$ cat src/rtl/div_pkg.sv
// ---------------------------------------------------------------------------
// div_pkg
// Shared definitions for the sequential restoring divider.
//   state_t    : controller states (IDLE / RUN / DONE)
//   DIV_WIDTH  : default divisor / quotient / remainder width
//   DIV_CNT_W  : width of the iteration counter for the default width
// ---------------------------------------------------------------------------
package div_pkg;

    localparam int DIV_WIDTH = 16;
    localparam int DIV_CNT_W = $clog2(DIV_WIDTH);

    typedef enum logic [1:0] {
        S_IDLE = 2'd0,
        S_RUN  = 2'd1,
        S_DONE = 2'd2
    } state_t;

endpackage

$ cat src/rtl/div_step.sv
// ---------------------------------------------------------------------------
// div_step
// One combinational restoring-division step.
//
// The incoming bit is shifted into the partial remainder. If the shifted value
// is at least the divisor, the step subtracts the divisor and produces quotient
// bit 1. Otherwise, the step keeps the shifted value and produces quotient bit 0.
//
// Ports:
//   rem_in   in  WIDTH  partial remainder, always < divisor on entry
//   bit_in   in  1      next dividend bit, MSB first
//   divisor  in  WIDTH  denominator
//   rem_out  out WIDTH  next partial remainder
//   q_bit    out 1      quotient bit produced by this step
// ---------------------------------------------------------------------------
module div_step #(
    parameter int WIDTH = 16
) (
    input  logic [WIDTH-1:0] rem_in,
    input  logic             bit_in,
    input  logic [WIDTH-1:0] divisor,
    output logic [WIDTH-1:0] rem_out,
    output logic             q_bit
);

    logic [WIDTH:0] shifted;
    logic [WIDTH:0] trial;
    logic           unused_msbs;

    // The shifted value needs W+1 bits. Because rem_in < divisor, the shifted
    // value is always below 2*divisor. Two results follow from this.
    //   - A successful trial always fits back into WIDTH bits.
    //   - A failed trial leaves the shifted value below the divisor.
    // The sign of the trial is decided by a magnitude compare. This avoids
    // widening the subtractor by one more bit.
    always_comb begin
        shifted = {rem_in, bit_in};
        trial   = shifted - {1'b0, divisor};
        q_bit   = (shifted >= {1'b0, divisor});
        rem_out = q_bit ? trial[WIDTH-1:0] : shifted[WIDTH-1:0];
    end

    // By construction, the top bits of both values are zero wherever they are
    // selected, so they are intentionally dropped.
    assign unused_msbs = trial[WIDTH] ^ shifted[WIDTH];

endmodule

$ cat src/rtl/div32_16_seq.sv
// ---------------------------------------------------------------------------
// div32_16_seq
// Iterative restoring divider that produces one quotient bit per clock.
//   dividend (2*WIDTH bits) / divisor (WIDTH bits) -> quotient, remainder
// The control handshake is start / busy / done.
//
// Build option:
//   DIV32_16_SIGNED_EN  - when defined, operands are two's complement.
//                         Magnitudes are divided.
//                         The quotient truncates toward zero.
//                         The remainder takes the sign of the dividend.
//                         Without it, the datapath is purely unsigned.
//
// Ports:
//   clk        in  1        rising-edge clock
//   rst        in  1        synchronous reset, active-high
//   start      in  1        request; honoured only in IDLE
//   dividend   in  2*WIDTH  numerator, captured when start is accepted
//   divisor    in  WIDTH    denominator, captured when start is accepted
//   busy       out 1        high while iterating
//   done       out 1        one-cycle pulse; results valid from this cycle
//   quotient   out WIDTH    result quotient
//   remainder  out WIDTH    result remainder
//   dbz        out 1        last operation divided by zero
//   ovf        out 1        last operation's quotient did not fit
// ---------------------------------------------------------------------------
module div32_16_seq
    import div_pkg::*;
#(
    parameter int WIDTH = DIV_WIDTH
) (
    input  logic                 clk,
    input  logic                 rst,
    input  logic                 start,
    input  logic [2*WIDTH-1:0]   dividend,
    input  logic [WIDTH-1:0]     divisor,
    output logic                 busy,
    output logic                 done,
    output logic [WIDTH-1:0]     quotient,
    output logic [WIDTH-1:0]     remainder,
    output logic                 dbz,
    output logic                 ovf
);

    localparam int CW = (WIDTH == DIV_WIDTH) ? DIV_CNT_W : $clog2(WIDTH);

    state_t               state;
    state_t               state_next;
    logic [CW-1:0]        cnt;
    logic [WIDTH-1:0]     prem;
    logic [WIDTH-1:0]     shreg;
    logic [WIDTH-1:0]     dvsr;

    logic [2*WIDTH-1:0]   dvd_mag;
    logic [WIDTH-1:0]     dvsr_mag;
    logic                 accept;
    logic                 div_zero;
    logic                 pre_ovf;
    logic                 last_iter;

    logic [WIDTH-1:0]     prem_nxt;
    logic                 q_bit;
    logic [WIDTH-1:0]     q_final;
    logic [WIDTH-1:0]     q_out;
    logic [WIDTH-1:0]     r_out;
    logic                 ovf_late;

    // A request counts only while idle. A start seen in RUN or DONE is simply
    // dropped; nothing is queued.
    assign accept    = (state == S_IDLE) && start;
    assign div_zero  = (divisor == '0);
    assign pre_ovf   = (dvd_mag[2*WIDTH-1:WIDTH] >= dvsr_mag);
    assign last_iter = (state == S_RUN) && (cnt == '0);

    // The shift register starts with the low half of the dividend and feeds
    // it, MSB first, into the step. Quotient bits enter at the bottom. After
    // WIDTH steps, the register holds the quotient.
    assign q_final = {shreg[WIDTH-2:0], q_bit};

    div_step #(
        .WIDTH (WIDTH)
    ) u_step (
        .rem_in  (prem),
        .bit_in  (shreg[WIDTH-1]),
        .divisor (dvsr),
        .rem_out (prem_nxt),
        .q_bit   (q_bit)
    );

`ifdef DIV32_16_SIGNED_EN
    logic neg_q;
    logic neg_r;

    // In signed mode, the core divides magnitudes. The most negative divisor
    // still fits, because its magnitude is 2^(WIDTH-1) taken as unsigned.
    assign dvd_mag  = dividend[2*WIDTH-1] ? (~dividend + (2*WIDTH)'(1)) : dividend;
    assign dvsr_mag = divisor[WIDTH-1] ? (~divisor + WIDTH'(1)) : divisor;

    // Both result signs are fixed at accept time. The operand inputs are not
    // meaningful after that cycle.
    always_ff @(posedge clk) begin
        if (rst) begin
            neg_q <= 1'b0;
            neg_r <= 1'b0;
        end else if (accept) begin
            neg_q <= dividend[2*WIDTH-1] ^ divisor[WIDTH-1];
            neg_r <= dividend[2*WIDTH-1];
        end
    end

    // The sign fix-up is applied on the final iteration, so latency matches
    // the unsigned build. A negative quotient may reach 2^(WIDTH-1) in
    // magnitude. A positive quotient can reach only 2^(WIDTH-1)-1.
    always_comb begin
        q_out = neg_q ? (~q_final + WIDTH'(1)) : q_final;
        r_out = neg_r ? (~prem_nxt + WIDTH'(1)) : prem_nxt;
        if (neg_q) begin
            ovf_late = q_final[WIDTH-1] & (|q_final[WIDTH-2:0]);
        end else begin
            ovf_late = q_final[WIDTH-1];
        end
    end
`else
    assign dvd_mag  = dividend;
    assign dvsr_mag = divisor;

    // Unsigned results pass straight through, and a quotient that passed the
    // pre-check always fits.
    always_comb begin
        q_out    = q_final;
        r_out    = prem_nxt;
        ovf_late = 1'b0;
    end
`endif

    // Controller state register
    always_ff @(posedge clk) begin
        if (rst) begin
            state <= S_IDLE;
        end else begin
            state <= state_next;
        end
    end

    // Next-state logic. Divide-by-zero and pre-detected overflow skip RUN
    // entirely and report on the following cycle. DONE always returns to IDLE,
    // so a start held across the done pulse is taken one cycle later.
    always_comb begin
        state_next = state;
        case (state)
            S_IDLE: begin
                if (start) begin
                    if (div_zero || pre_ovf) begin
                        state_next = S_DONE;
                    end else begin
                        state_next = S_RUN;
                    end
                end
            end
            S_RUN: begin
                if (cnt == '0) begin
                    state_next = S_DONE;
                end
            end
            S_DONE: begin
                state_next = S_IDLE;
            end
            default: begin
                state_next = S_IDLE;
            end
        endcase
    end

    // Moore outputs decoded directly from the state
    always_comb begin
        busy = (state == S_RUN);
        done = (state == S_DONE);
    end

    // Datapath and result registers. Results and flags are written only at
    // accept (for the short-circuit cases) or on the last iteration. They
    // therefore hold until the next accepted start. A reset during RUN clears
    // everything, and no done pulse follows.
    always_ff @(posedge clk) begin
        if (rst) begin
            cnt       <= '0;
            prem      <= '0;
            shreg     <= '0;
            dvsr      <= '0;
            quotient  <= '0;
            remainder <= '0;
            dbz       <= 1'b0;
            ovf       <= 1'b0;
        end else if (accept) begin
            dvsr <= dvsr_mag;
            dbz  <= 1'b0;
            ovf  <= 1'b0;
            if (div_zero) begin
                dbz       <= 1'b1;
                quotient  <= '1;
                remainder <= dividend[WIDTH-1:0];
            end else if (pre_ovf) begin
                ovf       <= 1'b1;
                quotient  <= '0;
                remainder <= '0;
            end else begin
                prem  <= dvd_mag[2*WIDTH-1:WIDTH];
                shreg <= dvd_mag[WIDTH-1:0];
                cnt   <= CW'(WIDTH - 1);
            end
        end else if (state == S_RUN) begin
            prem  <= prem_nxt;
            shreg <= q_final;
            cnt   <= cnt - CW'(1);
            if (last_iter) begin
                ovf       <= ovf_late;
                quotient  <= ovf_late ? '0 : q_out;
                remainder <= ovf_late ? '0 : r_out;
            end
        end
    end

endmodule

$ cat config.mk
export PLATFORM = sky130hd
export DESIGN_NAME = div32_16_seq
export DESIGN_NICKNAME = d
export VERILOG_FILES = /design/src/rtl/div_pkg.sv /design/src/rtl/div_step.sv /design/src/rtl/div32_16_seq.sv
export SDC_FILE = /design/constraint.sdc
export NUM_CORES = 1
export LEC_CHECK = 0
export ABC_AREA = 1
export BUFFER_PORTS_ARGS = -buffer_cell sky130_fd_sc_hd__clkbuf_2
export CAP_MARGIN = 20
export CORE_MARGIN = 2
export CORE_UTILIZATION = 52
export CTS_CLUSTER_DIAMETER = 100
export CTS_CLUSTER_SIZE = 40
export DETAILED_ROUTE_END_ITERATION = 6
export GPL_TIMING_DRIVEN = 0
export PLACE_DENSITY = 0.77
export SLEW_MARGIN = 20
export SYNTH_ARGS = -nofsm -noshare
export SYNTH_HDL_FRONTEND = slang
export SYNTH_SLANG_ARGS = --single-unit
$ cat constraint.sdc
create_clock -name clk -period 2 [get_ports clk]
set_input_delay 0.2 -clock clk [delete_from_list [all_inputs] [get_ports clk]]
set_output_delay 0.2 -clock clk [all_outputs]
set_load 0.005 [all_outputs]
# Word level (Yosys, flattened, before mapping)

Cells that the tools add are included.

Output and inout port bits: 36
Flip-flop bits (word level): 88
Logic and storage cells: 64

Magnitude comparators: 2
Equality and inequality tests: 7
Muxes and demuxes: 32
Add/sub/neg operators: 2
Reduce and logical (&&, ||, !) cells: 12

Operators with widths:

| cell                                                               | count |
|---|---|
| 16-bit two-way mux                                                 | 18 |
| 17-bit by 16-bit greater-or-equal comparator with 1-bit output     | 1 |
| 16-bit greater-or-equal comparator                                 | 1 |
| 16-bit logical NOT                                                 | 1 |
| 4-bit two-way mux                                                  | 4 |
| 16-bit subtractor                                                  | 1 |
| 1-bit two-way mux                                                  | 6 |
| 2-bit two-way mux                                                  | 3 |
| 2-bit != test, second input constant                               | 3 |
| 3-bit AND reduction                                                | 2 |
| 4-bit logical NOT                                                  | 1 |
| 2-bit one-hot mux with 2 select lines                              | 1 |
| 2-bit AND reduction                                                | 2 |
| 2-bit nonzero test                                                 | 2 |
| 4-bit by 1-bit subtractor with 4-bit output, second input constant | 1 |
| 3-bit by 1-bit != test with 1-bit output, second input constant    | 1 |
| 2-bit by 1-bit == test with 1-bit output, second input constant    | 1 |
| 2-bit == test, second input constant                               | 1 |
| 1-bit logical AND                                                  | 2 |
| 2-bit logical NOT                                                  | 1 |
| 2-bit by 1-bit != test with 1-bit output, second input constant    | 1 |
| 1-bit logical OR                                                   | 1 |

# Depth between registers and ports, before layout

Word-level depth: 5
Gate-level depth with buffers: 17
Gate-level depth less buffers: 16

# By module

Synthesis repeated with hierarchy kept, for this count alone.

Cell total of the unflattened synthesis: 1019
Area, all modules: 6485.0 um^2

By module, submodules not included:

| module       | area an instance (um^2) | times used | cells each |
|---|---|---|---|
| div32_16_seq | 5129.9                  | 1          | 750 |
| div_step     | 1355.0                  | 1          | 269 |

# Least setup slack after synthesis

OpenSTA, ideal clock, no wires.

Kind: register to register
Start point: register shreg[15]
End point: register remainder[8]
Library setup time: 0.116 ns
Slack: 0.091 ns
Stages on the path, launching flop included: 14
Path buffers: 0
Arrival: 1.793 ns
Cell sequence: dfxtp_1 -> inv_1 -> ha_1 -> fa_1 -> o21ai_0 -> nand2_1 -> nand2_1 -> nand2_1 -> nand2_1 -> nand2_1 -> nand3_1 -> inv_1 -> nor2_1 -> nor2_1

Word-level cells in the longest chain between the ends: 5
Elaborated cells between the ends (all ways): 6
Those cells by class: add/sub: 1; order compare: 1; mux: 4

RTL lines:

| element                                                                                             | RTL line                       | source |
|---|---|---|
| from (decl)                                                                                         | div32_16_seq.sv:51             | `logic [WIDTH-1:0] shreg;` |
| from (signal assigned)                                                                              | div32_16_seq.sv:208            | `shreg <= dvd_mag[WIDTH-1:0];` |
| from (signal assigned)                                                                              | div32_16_seq.sv:213            | `shreg <= q_final;` |
| 16-bit subtractor or 17-bit by 16-bit greater-or-equal comparator with 1-bit output (tied branches) | div_step.sv:38, div_step.sv:39 |  |
| 16-bit two-way mux (*)                                                                              | div_step.sv:40                 | `rem_out = q_bit ? trial[WIDTH-1:0] : shifted[WIDTH-1:0];` |
| 16-bit two-way mux (*)                                                                              | div32_16_seq.sv:215            | `if (last_iter) begin` |
| 16-bit two-way mux (*)                                                                              | div32_16_seq.sv:211            | `end else if (state == S_RUN) begin` |
| 16-bit two-way mux (*)                                                                              | div32_16_seq.sv:194            | `end else if (accept) begin` |
| to (signal assigned)                                                                                | div32_16_seq.sv:201            | `remainder <= dividend[WIDTH-1:0];` |
| to (signal assigned)                                                                                | div32_16_seq.sv:218            | `remainder <= ovf_late ? '0 : r_out;` |
| to (decl)                                                                                           | div32_16_seq.sv:40             | `output logic [WIDTH-1:0] remainder,` |

Every way passes the cells marked *; elsewhere a longest branch is shown, timed or not. The select of a mux whose other input is x is not followed.
A chain may end at the register's enable or synchronous reset.

# Worst setup path after layout

Start point: register dvsr[15]
End point: register prem[3]

Word-level cells in the longest chain between the ends: 4

RTL lines:

| element                                                        | RTL line            | source |
|---|---|---|
| from (decl)                                                    | div32_16_seq.sv:52  | `logic [WIDTH-1:0] dvsr;` |
| from (signal assigned)                                         | div32_16_seq.sv:195 | `dvsr <= dvsr_mag;` |
| 17-bit by 16-bit greater-or-equal comparator with 1-bit output | div_step.sv:39      | `q_bit = (shifted >= {1'b0, divisor});` |
| 16-bit two-way mux                                             | div_step.sv:40      |  |
| 16-bit two-way mux                                             | div32_16_seq.sv:211 |  |
| 16-bit two-way mux                                             | div32_16_seq.sv:194 |  |
| to (signal assigned)                                           | div32_16_seq.sv:207 | `prem <= dvd_mag[2*WIDTH-1:WIDTH];` |
| to (signal assigned)                                           | div32_16_seq.sv:212 | `prem <= prem_nxt;` |
| to (decl)                                                      | div32_16_seq.sv:50  | `logic [WIDTH-1:0] prem;` |

Every way passes these cells. The select of a mux whose other input is x is not followed.

==> metrics.cfg <==
[setup_path]
critPathKind = flip-flop to flip-flop
arrival_ps = 2300
critical_path_buf_inv_count = 3
required_ps = 2240
cp_max_fo = 5
critPathLaunchType = flip-flop
cp_slowest_cell = dfxtp_1
critPathTopFamily = simple AND/OR/NAND/NOR gates
endpoint_kind = flip-flop
cp_cell_sequence = inv_1 > ha_4 > inv_1 > nor3_2 > and2_4 > nand2_4 > nand2_4 > buf_6 > nand2_4 > nand3_4 > nor2_1 > nor2_1 > nor2_1
critPathMaxStageDelay_ps = 320

[yosys]
yosys.area.top_type = dfxtp_1
synth_top_cell_area_share = 0.314
ys.flop_type = dfxtp_1
synth.distinct_cells = 38
synth_cells = 898
syn-cell-area_sq_um = 5610
ys_seq_area_frac = 0.314
ys_warn_count = 0
ys_top_cells_by_area = dfxtp_1, nand2_1, nor2_1
ys_ff_latch = 88
synth_nets = 983
async_flop_share = 0
synth-edff-count = 0
syn_area_per_cell_sq_um = 6.25

[global_route]
grt_max_degree = 15
grt-ovfl-total = 0
met1_usage = 0.401
grt_pass1_vias = 5696
grt_pass1_wl_um = 27500
antenna_found_initial = 0
met3_usage = 0.0666
grt_use_total = 0.305
busiest_layer = met2
grtUsageMet2 = 0.482

[floorplanning]
num_rows = 37
fp.dieH_um = 108
coreArea_sq_um = 10400
initial_core_util = 0.539
num_io_pins = 87
die_w_um = 108
die_area_sq_um = 11600

[clock_tree]
hold_buffers = 0
cts_tree = built
clockBufferDepth = 2
clk-insertion-delay-late_ps = 370
cts_buffers = 9
cts.sinks = 88
root_buffer = clkbuf_8
ctsHtreeMaxLevel = 3
clk_pin_slew_ps = 80

[hold_path]
min_path_type = primary input to flip-flop

[finish]
drive_above_1_share = 0.284
antenna_cells = 0
syn2layout_area_growth_pct = 28.4
layout_common_cells = nand2_1, nor2_1, clkbuf_2
stdcell_area_sq_um = 7210
final_common_cell = nand2_1
fin_nets = 1106
fill_cells = 892

[timing]
worst_slack_ps = -60.1
worstMarginPinSlew_ps = 574
post-route-period-util = 1.03
fmax_ghz = 0.485
finalClockSkew_ps = 13.3
finalSetupViolations = 15
slew_violations = 0
slew_headroom = 0.617
fin_crit_ps = 2060
hold_viol = 0
rsz0062_at_grt = yes

[run_status]
status = finished, violations left
violations = setup timing

[placement]
dpl.hpwl_um = 13000
place_area_sq_um = 6210
gp_congestion = 0.943
port_buffers = 85

[routing]
viasPerCell = 5.56
drt_wl_total_um = 18100
wl_per_cell_um = 15.6
drt.antenna.violating_nets = 0
vias = 6444
first_pass_iters = 6
drtIter0Drc = 646
drc = 0

[power_and_ir_drop]
power_mw = 8.51
power_leakage_nw = 3.68
power_density_nw_per_um2 = 1180
ir_worst_vdd_uv = 682

[run]
drv_cap = 0

[cell type report]
| cell class | count | area, sq um | share of cell area |
|---|---|---|---|
| multi-input cells | 662 | 3790 | 0.525 |
| flip-flops and latches | 88 | 1790 | 0.248 |
| repair buffers | 112 | 632 | 0.0877 |
| inverters | 113 | 433 | 0.0601 |
| plain buffers | 35 | 191 | 0.0266 |
| well taps | 136 | 170 | 0.0236 |
| clock buffers | 9 | 124 | 0.0172 |
| clock inverters | 5 | 81.3 | 0.0113 |
[tightest hold or removal path: cells and delay by family]
kind | cells | cell delay (ps)
buffers and inverters | 1 | 80
AOI/OAI and AO/OA | 2 | 170
[synthesized netlist by cell type, types with 3 or more instances]
cell and instances:
nor3_1 4, nand2_4 3, dfxtp_1 88, and2_1 3, o211ai_1 3, a21oi_1 51
nor2_2 3, buf_2 15, nand4_1 11, clkbuf_1 16, nand3b_1 13, xnor2_1 6
nand3_1 74, nor2_1 126, inv_1 108, o21ai_0 50, inv_2 3, ha_1 33
nand2_1 260, o21ai_1 4
[per-layer routing]
metal / share of wire / vias to the layer above
li1: - / 3096
met1: 0.42 / 2928
met2: 0.45 / 353
met3: 0.094 / 67
met4: 0.036 / 0
met5: 0 / -
[state kept, by name, indices dropped and copies added (netlist names)]
name and flops:
shreg 16, quotient 16, remainder 16, prem 16
dbz 1, cnt 4, state 2, ovf 1
dvsr 16
[logic make-up (layout without fill, tap and decap cells)]
logic type	Yosys count	after routing	synth area share
buffers and inverters	149	274	0.107
flip-flops	88	88	0.314
AND/OR/NAND/NOR	505	506	0.383
AO/OA/AOI/OAI	115	115	0.109
XOR/XNOR	7	7	0.0109
adder cells (fa/ha/maj)	34	34	0.0771
[through the flow]
step,std cells,utilization,worst slack [ps],hold WS (ps),setup TNS (ps)
finish,1160,0.692,-60.1,130,-324
global route,1160,0.692,-116,175,-1910
CTS,1153,0.662,-0.731,124,-0.731
detailed placement,1119,0.596,-301,456,-13660
global placement,1119,0.596,-301,445,-11490
floorplan,898,-,91.0,367,0
[worst paths after layout]
kind | from | endpoint | slack (ps) | cells past startpoint
worst max-delay path | dvsr[15] | prem[3] | -60 | 13
worst min-delay path | divisor[8] | dvsr[8] | 130 | 3
worst min register to register | quotient[2] | quotient[2] | 470 | 2
worst max register to register | dvsr[15] | prem[3] | -60 | 13
[power breakdown]
part	switching [mW]	internal, mW
combinational	2.94	1.94
sequential	0.229	2.05
clock	0.661	0.692
[timing repair]
item                                    4_1_cts  5_1_grt
endpoints found under the setup margin       34       71
pin swaps                                    27       28
gates cloned                                  2        0
buffers inserted                             18        8
gates resized for setup                      81       81
Power figures use the tool's default switching activity.
